===== src/rtl/ctrl_pipe_chain.sv =====
// ctrl_pipe_chain: multi-stage pipeline for the decoded control word
// (Decode -> E -> M -> W). Every stage has its own valid bit, stall and
// flush. A stall holds its own stage and all upstream stages, and it
// injects a bubble into the first downstream stage that is free to move.
// A saturating counter tracks the cycles in which the last stage holds a
// bubble, which supports CPI measurement.
//
// Handshake: in_ready is high when stage 0 will capture d_in on the next
// rising edge. A d_in presented while in_ready is low is dropped, so the
// producer must hold it until a cycle with in_ready high. valid_in only
// qualifies d_in. It never gates capture.
module ctrl_pipe_chain #(
  parameter int               WIDTH   = 14,
  parameter int               DEPTH   = 3,
  parameter logic [WIDTH-1:0] NOP_VAL = {WIDTH{1'b0}},
  parameter int               CW      = 16
) (
  input  logic                   clk,
  input  logic                   reset,
  input  logic [WIDTH-1:0]       d_in,
  input  logic                   valid_in,
  input  logic [DEPTH-1:0]       stall,
  input  logic [DEPTH-1:0]       flush,
  input  logic                   cnt_clr,
  output logic [DEPTH*WIDTH-1:0] q_out,
  output logic [DEPTH-1:0]       valid_out,
  output logic                   in_ready,
  output logic [CW-1:0]          bubble_cnt
);

  localparam logic [CW-1:0] CNT_MAX = {CW{1'b1}};

  logic [DEPTH-1:0][WIDTH-1:0] word_q, word_d;
  logic [DEPTH-1:0]            valid_q, valid_d;
  logic [CW-1:0]               cnt_q, cnt_d;

  // es[k]: stage k is held by its own stall or by any downstream stall.
  logic [DEPTH-1:0]            es;
  // es_up[k] = es[k-1] (0 for stage 0): the stage above k is held, so k takes a bubble.
  logic [DEPTH-1:0]            es_up;
  // src_*[k]: what stage k loads when it advances (d_in for stage 0).
  logic [DEPTH:0][WIDTH-1:0]   src_word;
  logic [DEPTH:0]              src_valid;

  assign src_word  = {word_q, d_in};
  assign src_valid = {valid_q, valid_in};
  assign es_up     = es << 1;

  // Effective stall: OR-reduce stall from each stage down to the last one.
  always_comb begin
    es = '0;
    es[DEPTH-1] = stall[DEPTH-1];
    for (int k = DEPTH - 2; k >= 0; k--) begin
      es[k] = stall[k] | es[k+1];
    end
  end

  // Per-stage next state: flush, then hold, then bubble, then advance.
  always_comb begin
    word_d  = word_q;
    valid_d = valid_q;
    for (int k = 0; k < DEPTH; k++) begin
      if (flush[k]) begin
        word_d[k]  = NOP_VAL;
        valid_d[k] = 1'b0;
      end else if (es[k]) begin
        word_d[k]  = word_q[k];
        valid_d[k] = valid_q[k];
      end else if (es_up[k]) begin
        word_d[k]  = NOP_VAL;
        valid_d[k] = 1'b0;
      end else begin
        word_d[k]  = src_word[k];
        valid_d[k] = src_valid[k];
      end
    end
  end

  // Bubble counter next state: clear wins, then saturating increment.
  always_comb begin
    cnt_d = cnt_q;
    if (cnt_clr) begin
      cnt_d = '0;
    end else if (!valid_q[DEPTH-1] && (cnt_q != CNT_MAX)) begin
      cnt_d = cnt_q + 1'b1;
    end
  end

  // Stage registers and counter; async reset makes outputs NOP immediately.
  always_ff @(posedge clk or negedge reset) begin
    if (!reset) begin
      word_q  <= {DEPTH{NOP_VAL}};
      valid_q <= '0;
      cnt_q   <= '0;
    end else begin
      word_q  <= word_d;
      valid_q <= valid_d;
      cnt_q   <= cnt_d;
    end
  end

  // Force invalid stages to NOP so consumers never need to gate the word.
  always_comb begin
    q_out = '0;
    for (int k = 0; k < DEPTH; k++) begin
      q_out[k*WIDTH +: WIDTH] = valid_q[k] ? word_q[k] : NOP_VAL;
    end
  end

  assign valid_out  = valid_q;
  assign in_ready   = ~es[0] & ~flush[0];
  assign bubble_cnt = cnt_q;

endmodule


===== config.mk =====
export PLATFORM = sky130hd
export DESIGN_NAME = ctrl_pipe_chain
export DESIGN_NICKNAME = d
export VERILOG_FILES = /design/src/rtl/ctrl_pipe_chain.sv
export SDC_FILE = /design/constraint.sdc
export NUM_CORES = 1
export LEC_CHECK = 0
export CORE_MARGIN = 8
export CORE_UTILIZATION = 25
export DETAILED_ROUTE_END_ITERATION = 10
export PLACE_DENSITY = 0.55
export SYNTH_ARGS = -nofsm -noshare
export SYNTH_HDL_FRONTEND = slang
export SYNTH_SLANG_ARGS = --single-unit

===== constraint.sdc =====
create_clock -name clk -period 1.74 [get_ports clk]
set_input_delay 0.348 -clock clk [delete_from_list [all_inputs] [get_ports clk]]
set_output_delay 0.348 -clock clk [all_outputs]
set_load 0.05 [all_outputs]

======== After elaboration in Yosys (flattened, before gate mapping) ========
Cells that the tools add are included.
W data, S select, Z words.
operators by class
  add/sub/neg operators ................... 1
  $mul .................................... 0
  divide/modulo/power cells ............... 0
  $lt $le $gt $ge ......................... 0
  equal/unequal tests ..................... 4
  shift-type cells ........................ 0
  muxes and demuxes ....................... 21
  bitwise gates (word level) .............. 5
  reduce and logical (&&, ||, !) cells .... 3
operators by type and width
  cell                     count
  $mux W14                 11
  $mux W16                 2
  $add A16 B1 Y16 const B  1
  $ne A16 B16 Y1 const B   1
  $mux W1                  8
  $ne A2 B2 Y1 const B     2
  $ne A2 B1 Y1 const B     1
  $not A1 Y1               2
  $or A1 B1 Y1             2
  $reduce_bool A2 Y1       1
  $and A1 B1 Y1            1
  $logic_and A1 B1 Y1      1
  $logic_not A1 Y1         1
storage, ports and cells
  bits in registers ....................... 61
  latch bits .............................. 0
  RAM bits ................................ 0
  bits in read-only memories .............. 0
  bits of input ports ..................... 24
  output and inout bits ................... 62
  logic and storage cells ................. 41
  memories kept ........................... 0

======== Longest topological paths before layout ========
Gate-level depths: netlist of run 1.
  word-level depth ........................ 5
  depth in mapped cells ................... 6

======== Least setup slack after synthesis of run 1 ========
Ideal clock, no wire load.
  path kind ............................... in2out
  start ................................... input port stall[2]
  end ..................................... output port in_ready
  arrival ................................. 1890 ps
  required time ........................... 1392 ps
  setup slack ............................. -498 ps
  stages .................................. 5
  path buffers ............................ 3
  cell sequence ........................... clkbuf_1 > or3_1 > clkbuf_1 > clkbuf_1 > nor2_1
between the ends
  longest elaborated chain between the ends .. 4
RTL lines
  item                        line  RTL
  start, declared             22    input logic [DEPTH-1:0] stall,
  $or A1 B1 Y1 (2 in series)  54    es[k] = stall[k] | es[k+1];
  $not A1 Y1                  111   assign in_ready = ~es[0] & ~flush[0];
  $and A1 B1 Y1               111
  end, declared               27    output logic in_ready,
Every way passes these cells.

======== Final worst setup path of run 1 ========
  start ................................... register cnt_q[13] (netlist: bubble_cnt[13])
  end ..................................... register cnt_q[9] (netlist: bubble_cnt[9])
between the ends
  longest elaborated chain between the ends .. 3
RTL lines
  item                          line  RTL
  start, declared               35    logic [CW-1:0] cnt_q, cnt_d;
  start signal, assigned        98    cnt_q <= cnt_d;
  $ne A16 B16 Y1                84    end else if (!valid_q[DEPTH-1] && (cnt_q != CNT_MAX)) begin
  $logic_and A1 B1 Y1           84
  $reduce_bool A2 Y1 (no line)  n/a
Every way passes these cells.
A chain may end at the register's enable or synchronous reset.

==> results.sh, run 1 <==
export IMPL_cp_start_kind="flip-flop"
export IMPL_io_buffers=85
export IMPL_wl_met1_mm=3.35
export IMPL_critical_path_max_stage_delay_ps=490
export IMPL_cts_tree="built"
export IMPL_seq_area_mm2=0.00155
export IMPL_setup_viol=0
export IMPL_synth_xor_area_share_pct=0
export IMPL_wl_met2_mm=3.92
export IMPL_stdcell_count=546
export IMPL_root_buffer="clkbuf_16"
export IMPL_netlist_area_mm2=0.00287
export IMPL_grt_antenna_before_repair=0
export IMPL_gr_total_overflow=0
export IMPL_fin_skew_ps=5.73
export IMPL_syn_avg_cell_area_um2=9.74
export IMPL_endpoint_kind="flip-flop"
export IMPL_synthMuxAreaShare_pct=0.392
export IMPL_die_w_um=123
export IMPL_critical_path_class="flip-flop to flip-flop"
export IMPL_fmax_mhz=607
export IMPL_worst_slew_pin_transition_ps=978
export IMPL_ant_nets=0
export IMPL_htreeDepth=3
export IMPL_io_pins=86
export IMPL_hold_class="primary input to async pin"
export IMPL_synthSimpleGateAreaFrac_pct=25.9
export IMPL_vdd_drop_max_v=0.000324
export IMPL_ys_types=37
export IMPL_first_pass_iters=4
export IMPL_clkTransAtPathRegs_ps=50
export IMPL_area_delta_synth_final_pct=67.8
export IMPL_final_cell_mix="47 x buf_12, 42 x dfrtp_1, 41 x buf_4"
export IMPL_path_buf_inv=1
export IMPL_grt_pass1_wl_mm=13.8
export IMPL_wl_per_cell_um=15.3
export IMPL_antennaDiodeCount=0
export IMPL_grt_usage_pct=11.4
export IMPL_top_layer="met4"
export IMPL_synth_top_family_by_area="simple AND/OR/NAND/NOR gates"
export IMPL_cts_buffers_inserted=9
export IMPL_clkSinkCount=61
export IMPL_layout_min_cycle_time_ps=1650
export IMPL_nets=423
export IMPL_drc=0
export IMPL_synth_fp_nets=320
export IMPL_synthCells=295
export IMPL_start_util_pct=25.4
export IMPL_vias=2611
export IMPL_cp_arrival_ps=1900
export IMPL_cap_violations=0
export IMPL_drt_wl_total_mm=8.37
export IMPL_synthTopCellsByArea="dfrtp_1 53%, and2_1 9.1%, a22o_1 4.6%"
export IMPL_worstPathRequired_ps=1990
export IMPL_crit_slowest_cell="or4_1"
export IMPL_core_mm2=0.0113
export IMPL_die_h_um=123
export IMPL_clk_path_buf_depth=2
export IMPL_drt_iter0_markers=175
export IMPL_drive_above_1_share_pct=35.0
export IMPL_dieArea_mm2=0.0152
export IMPL_grt_max_degree=62
export IMPL_placed_cells=525
export IMPL_synth_top_area_cell="dfrtp_1"
export IMPL_status="complete, no violations"
export IMPL_synth_fa_ha_area_share_pct=0.435
export IMPL_fin_crit_sh_pct=94.7
export IMPL_grt_pass1_vias=2678
export IMPL_max_slew_margin_pct=34.6
export IMPL_hpwl_mm=6.34
export IMPL_report_final_slew_viol_count=0
export IMPL_insertion_delay_ps=320
export IMPL_synth_compound_area_share_pct=17.2
export IMPL_mostFrequentLayoutCell="buf_12"
export IMPL_via_per_inst=4.78
export IMPL_leakagePower_uw=0.00203
export IMPL_fin_util_pct=42.6
export IMPL_ys_warnings_count=0
export IMPL_fillers=1101
export IMPL_crit_chain="nand4_1, nor4_1, buf_4, or4_1, a21oi_2"
export IMPL_hold_violations=0
export IMPL_power_density_mw_per_mm2=712
export IMPL_yosysSeqAreaShare_pct=53.1
export IMPL_place_gp_congestion=0.833
export IMPL_synth_seq_cells=61
export IMPL_multi_input_area_mm2=0.00132
export IMPL_met3_length_mm=1.03
export IMPL_fp_row_count=39
export IMPL_crit_fanout=8
export IMPL_crit_family="simple AND/OR/NAND/NOR gates"
export IMPL_synth_top_area_share_pct=53.1
==> per-layer routing <==
layer	GRT usage, %	up-vias
met2	18.4	99
met3	7.12	11
met4	2.63	0
li1	-	1264
met5	0	-
met1	12.4	1237
==> cell type report <==
cell class	instances	area share, %
multi-input combinational	212	27.3
clock buffer	10	4.75
sequential	61	32.1
inverter	3	0.234
tap	143	3.71
clock inverter	6	1.32
timing repair buffer	111	30.5
==> worst reg2reg max path: cells and delay by family (launching register included) <==
family | cells | cell delay, ps
DFF | 1 | 440
buffers and inverters | 1 | 170
AOI/OAI and AO/OA | 1 | 140
and+or+nand+nor | 3 | 830
==> metrics by stage <==
stage | setup slack, ps | cell area [um^2] | total power, uW | TNS (ps) | hold WS, ps
after CTS | 46.1 | 4770 | 3490 | 0 | 32.2
after global routing | -31.2 | 4820 | 3580 | -58.5 | 40.5
after detailed placement | -246 | 4470 | 1720 | -3790 | 380
after global placement | -200 | 4470 | 1720 | -3130 | 380
final | 91.5 | 4820 | 3430 | 0 | 27.1
after floorplan | -108 | 2930 | 1580 | -214 | 52.4
==> what timing repair did <==
action                     in CTS  in global routing
pin swaps                       2                  1
hold buffers                    0                  0
buffers inserted                1                  4
setup endpoints to repair      29                  6
gates resized for setup         6                  4
==> state kept, by name, summed over array words and instances, names as in the netlist <==
name	flops
bubble_cnt	16
src_word	42
valid_out	3
==> synth_stat cells <==
cell type and n:
dfrtp_1 61, and2_1 42, nand2_1 33, nor2_1 27, a21oi_1 25, a22o_1 15, a22oi_1 15, clkbuf_1 15
nand3_1 6, nor3_1 5, nor4_1 5, o31ai_1 5, or4_1 5, inv_1 3, o21ai_0 3, or3_1 3
buf_1 2, buf_2 2, nand3b_1 2, nor2b_1 2, o21a_1 2, o41ai_1 2, a211oi_1 1, a31oi_1 1
a41oi_1 1, and4_1 1, ha_1 1, mux2_1 1, nand4_1 1, nand4_2 1, nand4_4 1, nand4b_1 1
nor3b_1 1, o21ba_1 1, o21bai_1 1, or3_4 1, or4b_1 1
==> power breakdown <==
group / total [uW] / internal (uW) / switching [uW]
registers: 1460 / 1440 / 24.0
clock network: 1730 / 1100 / 630
logic: 236 / 100 / 135
==> final timing paths <==
path,cells past startpoint,endpoint,slack (ps),startpoint
min,2,bubble_cnt[11],30,reset
min reg2reg,1,src_word[41],520,src_word[27]
max,5,bubble_cnt[9],90,bubble_cnt[13]
min in group clk,1,src_word[41],520,src_word[27]
max reg2reg,5,bubble_cnt[9],90,bubble_cnt[13]
max in group asynchronous,2,valid_out[2],1430,reset
==> cell families (layout without fill, tap and decap cells) <==
group	count (synthesis)	count (layout)
buf+inv	22	130
compound gates	72	72
simple gates	138	138
mux	1	1
fa+ha+maj	1	1
flops	61	61
Power figures use the tool's default switching activity.
==> run 2: changes to the inputs <==
--- a/config.mk
+++ b/config.mk
@@ -5,10 +5,11 @@
 export SDC_FILE = /design/constraint.sdc
 export NUM_CORES = 1
 export LEC_CHECK = 0
-export CORE_MARGIN = 8
-export CORE_UTILIZATION = 25
+export CORE_ASPECT_RATIO = 1.2
+export CORE_MARGIN = 3
+export CORE_UTILIZATION = 42
 export DETAILED_ROUTE_END_ITERATION = 10
-export PLACE_DENSITY = 0.55
+export PLACE_DENSITY = 0.8
 export SYNTH_ARGS = -nofsm -noshare
 export SYNTH_HDL_FRONTEND = slang
 export SYNTH_SLANG_ARGS = --single-unit
==> results.sh, run 2 (synthesis results as in run 1) <==
export IMPL_status="complete, no violations"
export IMPL_cts_tree="built"
export IMPL_worstPathRequired_ps=2010
export IMPL_layout_min_cycle_time_ps=1690
export IMPL_fillers=463
export IMPL_endpoint_kind="flip-flop"
export IMPL_power_uw=2910
export IMPL_post_dp_cell_area_mm2=0.00438
export IMPL_r2r_start="bubble_cnt[12]"
export IMPL_wl_met1_mm=2.97
export IMPL_cp_arrival_ps=1950
export IMPL_die_h_um=96.6
export IMPL_crit_fanout=8
export IMPL_rr_worst_depth=5
export IMPL_drt_iter0_markers=97
export IMPL_report_final_slew_viol_count=0
export IMPL_area_delta_synth_final_pct=61.4
export IMPL_grt_antenna_before_repair=0
export IMPL_via_per_inst=5.50
export IMPL_core_mm2=0.00653
export IMPL_fin_skew_ps=6.97
export IMPL_grt_pass1_vias=2723
export IMPL_hold_class="primary input to async pin"
export IMPL_holdWs_ps=477
export IMPL_wl_met2_mm=4.10
export IMPL_insertion_delay_ps=340
export IMPL_vias=2660
export IMPL_antennaDiodeCount=0
export IMPL_stdcell_count=484
export IMPL_clkSinkCount=61
export IMPL_design_area_mm2=0.00464
export IMPL_drive_above_1_share_pct=35.1
export IMPL_die_w_um=81.5
export IMPL_setup_viol=0
export IMPL_met3_length_um=632
export IMPL_cp_start_kind="flip-flop"
export IMPL_clk_path_buf_depth=2
export IMPL_power_density_mw_per_mm2=628
export IMPL_crit_slowest_cell="or4_1"
export IMPL_mostFrequentLayoutCell="buf_12"
export IMPL_io_buffers=85
export IMPL_crit_family="simple AND/OR/NAND/NOR gates"
export IMPL_rr_endpoint="bubble_cnt[9]"
export IMPL_worst_slew_pin_transition_ps=1040
export IMPL_drt_wl_total_mm=7.77
export IMPL_fmax_mhz=593
export IMPL_cap_violations=0
export IMPL_crit_chain="nand4_1, nor4_2, buf_4, or4_1, a21oi_2"
export IMPL_nets=420
export IMPL_dieArea_mm2=0.00788
export IMPL_final_cell_mix="47 x buf_12, 42 x dfrtp_1, 37 x buf_4"
export IMPL_critical_path_class="flip-flop to flip-flop"
export IMPL_wl_per_cell_um=16.1
export IMPL_cts_buffers_inserted=9
export IMPL_path_buf_inv=1
export IMPL_grt_usage_pct=21.2
export IMPL_top_layer="met4"
export IMPL_grt_max_degree=46
export IMPL_htreeDepth=3
export IMPL_placed_cells=465
export IMPL_dp_slack_ps=-304
export IMPL_io_pins=86
export IMPL_start_util_pct=44.0
export IMPL_largest_reg_flops=42
export IMPL_vdd_drop_max_v=0.000432
export IMPL_place_gp_congestion=0.854
export IMPL_gr_total_overflow=0
export IMPL_hpwl_mm=5.66
export IMPL_r2r_slack_ps=50
export IMPL_clkTransAtPathRegs_ps=70
export IMPL_fp_row_count=32
export IMPL_root_buffer="clkbuf_8"
export IMPL_grt_pass1_wl_mm=13.0
export IMPL_max_slew_margin_pct=30.4
export IMPL_drc=0
export IMPL_ant_nets=0
export IMPL_first_pass_iters=4
export IMPL_leakagePower_uw=0.00196
export IMPL_setup_ws_ps=53.0
export IMPL_hold_violations=0
export IMPL_critical_path_max_stage_delay_ps=500
export IMPL_fin_crit_sh_pct=97.0
run 2: changes by cell type in the layout (fill, tap and decap cells not counted), sizes merged:
cell | before | now
buf | 89 | 85
clkinv | 3 | 1
clkbuf | 10 | 9
clkinvlp | 2 | 4
dlygate4sd3 | 0 | 1
run 2: through the flow:
| step | setup TNS [ps] | util (%) |
|---|---|---|
| after floorplan | -214 | - |
| after global placement | -3260 | 67.1 |
| after detailed placement | -5010 | 67.1 |
| after CTS | 0 | 70.3 |
| after global routing | -82.4 | 71.1 |
| final | 0 | 71.1 |
run 2: cell type report:
cell class	instances	area (um^2)	area share, %
Tap cell	85	106	2.29
Multi-Input combinational cell	212	1330	28.7
Sequential cell	61	1550	33.4
Clock buffer	9	124	2.67
Clock inverter	6	65.1	1.40
Inverter	3	11.3	0.243
Timing Repair Buffer	108	1450	31.3
run 2: worst reg2reg max path: cells and delay by family, from the launching register on:
family	cells	cell delay, ps
AND/OR/NAND/NOR	3	850
flip-flops	1	460
buffers and inverters	1	170
AO/OA/AOI/OAI	1	150
run 2: report_power, final:
part | total, uW | switching (uW) | internal [uW]
clock network | 1220 | 566 | 649
logic | 234 | 133 | 101
registers | 1460 | 25.1 | 1440
run 2: per-layer routing:
layer	vias up	track usage, %
li1	1249	-
met2	104	35.8
met3	9	8.19
met1	1298	24.5
met4	0	6.24
met5	-	0
run 2: timing repair:
item                                    CTS  global route
hold buffers                              1             0
pin swaps                                 2             0
setup buffers                             1             2
endpoints found under the hold margin    16             0
gates resized for setup                   6             7
endpoints found under the setup margin   43             6
run 2: how the worst max path moves through the flow:
stage	depth (start not counted)	slack (ps)	end	startpoint
6_report	5	50	bubble_cnt[9]	bubble_cnt[12]
3_3_place_gp	4	-200	src_word[38]	stall[2]
2_1_floorplan	5	-110	in_ready	stall[2]
5_1_grt	4	-40	bubble_cnt[4]	bubble_cnt[12]
4_1_cts	6	10	bubble_cnt[9]	bubble_cnt[0]
3_5_place_dp	4	-300	src_word[41]	stall[2]
==> run 3: changes to the inputs <==
==> constraint.sdc (replaced) <==
create_clock -name clk -period 1.74 [get_ports clk]
set_input_delay 0.348 -clock clk [delete_from_list [all_inputs] [get_ports clk]]
set_output_delay 0.348 -clock clk [all_outputs]
set_load 0.01 [all_outputs]
==> results.sh, run 3 (synthesis results as in run 1) <==
export IMPL_layout_min_cycle_time_ps=1720
export IMPL_grt_pass1_vias=2810
export IMPL_die_h_um=96.6
export IMPL_die_w_um=81.5
export IMPL_endpoint_kind="flip-flop"
export IMPL_final_cell_mix="58 x dfrtp_1, 44 x dlygate4sd2_1, 42 x and2_1"
export IMPL_start_util_pct=44.0
export IMPL_drive_above_1_share_pct=17.2
export IMPL_io_pins=86
export IMPL_mostFrequentLayoutCell="dfrtp_1"
export IMPL_ant_nets=0
export IMPL_power_uw=2750
export IMPL_stdcell_count=503
export IMPL_report_final_slew_viol_count=0
export IMPL_insertion_delay_ps=340
export IMPL_drc=0
export IMPL_crit_slowest_cell="or4_1"
export IMPL_nets=439
export IMPL_setup_viol=0
export IMPL_cp_arrival_ps=1990
export IMPL_drt_wl_total_mm=7.66
export IMPL_rr_worst_depth=5
export IMPL_startpoint="bubble_cnt[5]"
export IMPL_wl_per_cell_um=15.2
export IMPL_hpwl_mm=5.52
export IMPL_place_gp_congestion=0.853
export IMPL_cts_buffers_inserted=9
export IMPL_htreeDepth=3
export IMPL_hold_violations=0
export IMPL_dieArea_mm2=0.00788
export IMPL_vias=2663
export IMPL_fin_skew_ps=8.89
export IMPL_critical_path_max_stage_delay_ps=520
export IMPL_grt_usage_pct=20.6
export IMPL_fp_row_count=32
export IMPL_grt_pass1_wl_mm=12.7
export IMPL_cts_tree="built"
export IMPL_design_area_mm2=0.00428
export IMPL_worst_slew_pin_transition_ps=561
export IMPL_grt_antenna_before_repair=0
export IMPL_fmax_mhz=581
export IMPL_clk_path_buf_depth=2
export IMPL_crit_chain="buf_4, nand4_4, or3_4, or4_1, a21oi_1"
export IMPL_post_dp_cell_area_mm2=0.00399
export IMPL_crit_fanout=6
export IMPL_cap_violations=0
export IMPL_placed_cells=476
export IMPL_via_per_inst=5.29
export IMPL_vdd_drop_max_v=0.000467
export IMPL_area_delta_synth_final_pct=48.8
export IMPL_critical_path_class="flip-flop to flip-flop"
export IMPL_worstPathRequired_ps=2000
export IMPL_first_pass_iters=4
export IMPL_io_buffers=85
export IMPL_root_buffer="clkbuf_8"
export IMPL_grt_max_degree=46
export IMPL_drt_iter0_markers=47
export IMPL_r2r_start="bubble_cnt[5]"
export IMPL_cp_start_kind="flip-flop"
export IMPL_fin_tns_setup_ps=0
export IMPL_fin_crit_sh_pct=98.9
export IMPL_status="complete, no violations"
export IMPL_rsz0062_at_grt="true"
export IMPL_hold_class="primary input to async pin"
export IMPL_antennaDiodeCount=0
export IMPL_largest_reg_flops=42
export IMPL_leakagePower_uw=0.00215
export IMPL_clkTransAtPathRegs_ps=70
export IMPL_power_density_mw_per_mm2=643
export IMPL_gr_total_overflow=0
export IMPL_core_mm2=0.00653
export IMPL_max_slew_margin_pct=62.6
export IMPL_clkSinkCount=61
run 3: changes by cell type in the layout (fill, tap and decap cells not counted), sizes merged:
cell | before | now
buf | 85 | 43
bufinv | 1 | 0
clkbuf | 9 | 11
clkdlybuf4s15 | 0 | 3
clkdlybuf4s50 | 19 | 29
clkinv | 1 | 2
clkinvlp | 4 | 2
dlygate4sd2 | 3 | 44
dlymetal6s2s | 0 | 7
run 3: final timing paths:
kind	to	slack (ps)
worst max-delay path	bubble_cnt[15]	20
worst min-delay path	bubble_cnt[13]	480
worst max register to register	bubble_cnt[15]	20
worst min register to register	src_word[33]	520
max in group asynchronous	valid_out[1]	690
min in group clk	src_word[33]	520
run 3: metal layers:
metal  routed length [um]  global-route usage, %
met5                    0                      0
met4                   75                   6.11
met3                  597                   7.26
met2                 4140                   37.2
met1                 2850                   21.7
run 3: metrics by stage:
stage                     worst slack (ps)  util (%)  hold WS (ps)
final                                 18.9      65.5           475
after global routing                 -47.6      65.5           522
after CTS                          0.00411      64.3           478
after detailed placement              -417      61.2           312
after global placement                -448      61.2           303
after floorplan                       17.0         -          52.4
run 3: area by class of cell:
cell class                      count  area (um^2)
Fill cell                         542         2250
Sequential cell                    61         1530
Multi-Input combinational cell    212         1300
Timing Repair Buffer              127         1160
Clock buffer                       11          141
Tap cell                           85          106
Clock inverter                      4         25.0
Inverter                            3         11.3
run 3: worst max-delay path, delay by kind of cell (launching register included):
kind / cells / cell delay [ps]
flops: 1 / 350
buf+inv: 1 / 120
simple gates: 3 / 1030
compound gates: 1 / 160
run 3: repair_timing:
item                                   CTS  global route
buffers inserted                         9             1
resized for setup                       58            21
pin swaps                                1             5
endpoints found under the hold margin   16             0
cloned                                   0             1
hold buffers                             1             0
setup endpoints to repair               64            26
run 3: where the power goes:
part / internal [uW] / leakage (uW) / total, uW / switching [uW]
clock network: 542 / 0.0000812 / 1080 / 535
logic: 105 / 0.00123 / 219 / 114
registers: 1440 / 0.000842 / 1450 / 16.2
total: 2080 / 0.00215 / 2750 / 665
